==> src/rtl/lane_arbiter.sv <==
// Round-robin arbiter merging four byte-wide requester lanes onto one registered output lane.
// A lane keeps its grant for up to BURST_MAX bytes. It loses the grant early if it stops presenting data.
module lane_arbiter #(
    parameter int unsigned BURST_MAX = 4,
    parameter logic [7:0]  IDLE_SYM  = 8'hBC
) (
    input  logic       clk,
    input  logic       reset,
    input  logic [7:0] In0,
    input  logic [7:0] In1,
    input  logic [7:0] In2,
    input  logic [7:0] In3,
    input  logic       valid0,
    input  logic       valid1,
    input  logic       valid2,
    input  logic       valid3,
    output logic       ready0,
    output logic       ready1,
    output logic       ready2,
    output logic       ready3,
    input  logic       ready_in,
    output logic [7:0] data_out,
    output logic       valid_out,
    output logic [1:0] grant,
    output logic       busy
);

    // Handshake: lane k moves a byte on a rising edge where validk && readyk are both high.
    // The requester holds Ink stable until that edge.
    // readyk is decoded from registered state plus ready_in. It cannot go high
    // while the output register is still holding an unconsumed byte.
    typedef enum logic {
        IDLE  = 1'b0,
        BURST = 1'b1
    } state_t;

    localparam logic [3:0] LAST_IDX = 4'(BURST_MAX - 1);

    state_t     state_q, state_d;
    logic [1:0] ptr_q, ptr_d;
    logic [1:0] grant_q, grant_d;
    logic [3:0] cnt_q, cnt_d;
    logic [7:0] data_q, data_d;
    logic       vout_q, vout_d;

    logic [7:0] lane_data [4];
    logic [3:0] lane_valid;
    logic       load_ok;
    logic       in_burst;
    logic [1:0] cand;
    logic [1:0] pick;
    logic       pick_found;

    always_comb begin
        lane_data[0] = In0;
        lane_data[1] = In1;
        lane_data[2] = In2;
        lane_data[3] = In3;
    end

    assign lane_valid = {valid3, valid2, valid1, valid0};
    assign load_ok    = !vout_q || ready_in;
    assign in_burst   = (state_q == BURST);

    // Scan from the farthest offset down, so the nearest valid lane after ptr wins.
    always_comb begin
        cand       = ptr_q;
        pick       = ptr_q;
        pick_found = 1'b0;
        for (int o = 3; o >= 0; o--) begin
            cand = ptr_q + 2'(o);
            if (lane_valid[cand]) begin
                pick       = cand;
                pick_found = 1'b1;
            end
        end
    end

    always_comb begin
        state_d = state_q;
        ptr_d   = ptr_q;
        grant_d = grant_q;
        cnt_d   = cnt_q;
        data_d  = data_q;
        vout_d  = vout_q;
        // A free output register with nothing loaded into it falls back to the idle symbol.
        if (load_ok) begin
            data_d = IDLE_SYM;
            vout_d = 1'b0;
        end
        case (state_q)
            IDLE: begin
                if (pick_found) begin
                    grant_d = pick;
                    cnt_d   = 4'd0;
                    state_d = BURST;
                end
            end
            BURST: begin
                if (load_ok) begin
                    if (lane_valid[grant_q]) begin
                        data_d = lane_data[grant_q];
                        vout_d = 1'b1;
                        cnt_d  = cnt_q + 4'd1;
                        if (cnt_q == LAST_IDX) begin
                            state_d = IDLE;
                            ptr_d   = grant_q + 2'd1;
                        end
                    end else begin
                        state_d = IDLE;
                        ptr_d   = grant_q + 2'd1;
                    end
                end
            end
            default: state_d = IDLE;
        endcase
    end

    always_ff @(posedge clk) begin
        if (reset) begin
            state_q <= IDLE;
            ptr_q   <= 2'd0;
            grant_q <= 2'd0;
            cnt_q   <= 4'd0;
            data_q  <= IDLE_SYM;
            vout_q  <= 1'b0;
        end else begin
            state_q <= state_d;
            ptr_q   <= ptr_d;
            grant_q <= grant_d;
            cnt_q   <= cnt_d;
            data_q  <= data_d;
            vout_q  <= vout_d;
        end
    end

    assign ready0    = in_burst && (grant_q == 2'd0) && load_ok;
    assign ready1    = in_burst && (grant_q == 2'd1) && load_ok;
    assign ready2    = in_burst && (grant_q == 2'd2) && load_ok;
    assign ready3    = in_burst && (grant_q == 2'd3) && load_ok;
    assign data_out  = data_q;
    assign valid_out = vout_q;
    assign grant     = grant_q;
    assign busy      = in_burst;

endmodule

==> config.mk <==
export PLATFORM = sky130hd
export DESIGN_NAME = lane_arbiter
export DESIGN_NICKNAME = d
export VERILOG_FILES = /design/src/rtl/lane_arbiter.sv
export SDC_FILE = /design/constraint.sdc
export NUM_CORES = 1
export LEC_CHECK = 0
export ABC_CLOCK_PERIOD_IN_PS = 1900
export CAP_MARGIN = 20
export CORE_UTILIZATION = 49
export DETAILED_ROUTE_END_ITERATION = 8
export DONT_BUFFER_PORTS = 1
export GPL_ROUTABILITY_DRIVEN = 1
export HOLD_SLACK_MARGIN = 0.12
export PLACE_DENSITY = 0.7
export SLEW_MARGIN = 20
export SYNTH_ARGS = -nofsm -noshare
export SYNTH_HDL_FRONTEND = slang
export SYNTH_SLANG_ARGS = --single-unit
==> constraint.sdc <==
create_clock -name clk -period 1.9 [get_ports clk]
set_input_delay 0 -clock clk [delete_from_list [all_inputs] [get_ports clk]]
set_output_delay 0 -clock clk [all_outputs]
set_load 0.02 [all_outputs]
==> impl_metrics.toml <==
[clock_network]
clk-insertion-delay-late_ns = 0.32
h-tree-depth = 1
clock-sinks = 18
post_cts_buffers = 0
numCtsBuffers = 3
cts_tree = "built"
cts_root_buf = "clkbuf_4"
cts.clk_slew.worst_paths_ns = 0.12
cts_buffer_depth = 2

[sta]
setup_ws_ns = 0.07215
tightest_slew_ns = 0.4762
maxSlewHeadroom_pct = 68.15
tns_ns = 0
hold_viol = 0
skew_ns = 0.003014
finalSetupViolCount = 0
slew_viol_final = 0
fin_crit_sh_pct = 96.20
clock.fmax_ghz = 0.5471
rsz0062_at_grt = "no"
finalCriticalPeriod_ns = 1.828

[detailed_routing]
routed_wl_mm = 3.473
ant_nets = 0
vias = 1085
wl_per_cell_um = 20.08
drc = 0
routed_via_density = 6.272
dr.pass1.iters = 4
drt_iter0_markers = 47

[placed_design]
numPortBuffers = 0
post-place-ws_ns = 0.1892
gp_congestion = 0.7919
placed_area_um2 = 1107
dp_hpwl_mm = 1.787

[synth]
yosys.cell_types.count = 31
syn_avg_cell_area_um2 = 10.53
synthCells = 101
syn_area_um2 = 1064
yosysWarnings = 0
yosys.area.top_type_share_pct = 33.88
synth_nets = 145
synth.area.top_cells = "dfxtp_1 34%, mux4_2 19%, ha_1 5.9%"
ys_ff_latch = 18
synth_top_area_cell = "dfxtp_1"
ys_seq_area_share_pct = 33.88

[floorplanning]
core_um2 = 2002
initial_core_util_pct = 53.13
die-area_um2 = 2361
rows = 16
die-width_um = 48.59
ioPinCount = 55
die_y_um = 48.59

[worst_setup_path]
cp.required_ns = 2.15
cp.arrival_ns = 2.07
crit_path_start_kind = "flip-flop"
crit_type = "flip-flop to flip-flop"
cp_max_fo = 4
crit_path_end_kind = "flip-flop"

[pwr]
p_leak_nw = 0.5860
power_density_nw_per_um2 = 605.8
power_uw = 939.1
peakVddDrop_mv = 0.4227

[outcome]
outcome = "complete, no violations"

[hold_path]
hold_class = "primary input to flip-flop"

[finish]
n_fill_cell = 119
final_util_pct = 77.44
fin_nets = 189
final_area_um2 = 1550
area_growth_pct = 45.77
drive_above_1_share_pct = 15.28

[grt]
grt_max_degree = 14
grt_pass1_wl_mm = 5.430
grt_pass1_vias = 1091
grt_overflow = 0
track_usage_pct = 31.88
antenna_found_initial = 2

[flow_run]
maxCapViolations = 0
cells in the mapped netlist (all sizes together):
cell type and count:
dfxtp 18, nor2 10, mux4 9, a21oi 6, inv 6, and3 5, ha 5, o22a 5
clkbuf 4, nand2b 4, a22o 3, nand4 3, o21ai 3, a211oi 2, mux2i 2, xor2 2
a2111o 1, a221oi 1, buf 1, mux2 1, nand2 1, nand3 1, nor2b 1, nor4 1
o211ai 1, o21bai 1, o22ai 1, or2 1, or3b 1, or4 1
cells in the final DEF, fill, tap and decap left out:
cell type and count:
nand3_1 1, dfxtp_2 1, nand4_1 3, nor2b_1 1, o211ai_1 1, buf_4 4, nand2b_1 4, o21bai_1 1
a21oi_1 6, mux2_2 1, or4_1 1, diode_2 2, or3b_2 1, nor4_2 1, o22ai_1 1, mux2i_1 2
o22a_1 5, mux4_2 9, or2_1 1, o21ai_0 3, dfxtp_1 17, a221oi_1 1, inv_1 6, nand2_1 1
a22o_1 3, a211oi_4 1, ha_1 5, xor2_1 2, and3_1 5, a211oi_1 1, clkbuf_8 1, clkbuf_4 3
a2111o_1 1, dlygate4sd3_1 40, nor2_1 10
power breakdown:
group          switching [mW]  leakage, nW  internal [mW]
registers              0.0313        0.147          0.398
logic                   0.109        0.418          0.138
clock network           0.145       0.0210          0.117
cell type report:
cell class	instances	area (um^2)	area share, %
Timing Repair Buffer	44	430.4	27.76
Sequential cell	18	361.6	23.33
Clock buffer	4	36.28	2.341
Multi-Input combinational cell	72	660.6	42.61
Tap cell	27	33.78	2.179
Inverter	6	22.52	1.453
Antenna cell	2	5.005	0.3228
critical path, cell delays in order (launching register included):
cell and delay (ns):
dfxtp_2 0.37, nand2b_1 0.13, a21oi_1 0.07, dlygate4sd3_1 0.56, or4_1 0.47, a21oi_1 0.17
stage by stage:
stage | hold WS [ns] | instances
after floorplan | 0.2599 | 101
after global placement | 0.07306 | 127
after detailed placement | 0.07618 | 127
after CTS | 0.1422 | 171
after global routing | 0.1487 | 173
final | 0.1395 | 173
path summary, 6_finish.rpt:
| check | startpoint | to | slack, ns | depth (start not counted) |
|---|---|---|---|---|
| setup / recovery | ptr_q[0]$_SDFFE_PP0P_ | grant[1]$_SDFFE_PP0P_ | 0.07 | 5 |
| hold / removal | valid3 | grant[1]$_SDFFE_PP0P_ | 0.14 | 3 |
| setup reg to reg | ptr_q[0]$_SDFFE_PP0P_ | grant[1]$_SDFFE_PP0P_ | 0.07 | 5 |
| hold reg to reg | ptr_q[0]$_SDFFE_PP0P_ | ptr_q[0]$_SDFFE_PP0P_ | 0.55 | 2 |
what timing repair did:
action                                 CTS  global route
setup endpoints to repair                0             1
endpoints found under the hold margin   18             0
hold buffers                            40             0
gates resized for setup                  0             1
routing by layer:
layer / routed length (um) / share of wire, % / vias to the layer above / global-route usage, %
met5: 0 / 0 / - / 0
met4: 265 / 7.6 / 0 / 24.51
met3: 279 / 8.0 / 22 / 8.805
met2: 1742 / 50 / 90 / 52.11
met1: 1185 / 34 / 502 / 35.00
li1: - / - / 471 / -
cells by family after synthesis:
group                      count (synthesis)  synth area share [%]
adders and majority gates                  5                 5.882
xor gates and xnor gates                   2                 1.647
muxes                                     12                 22.00
AOI/OAI and AO/OA                         24                 17.30
DFF                                       18                 33.88
buffers and inverters                     11                 3.999
and+or+nand+nor                           29                 15.29
Power figures use the tool's default switching activity.
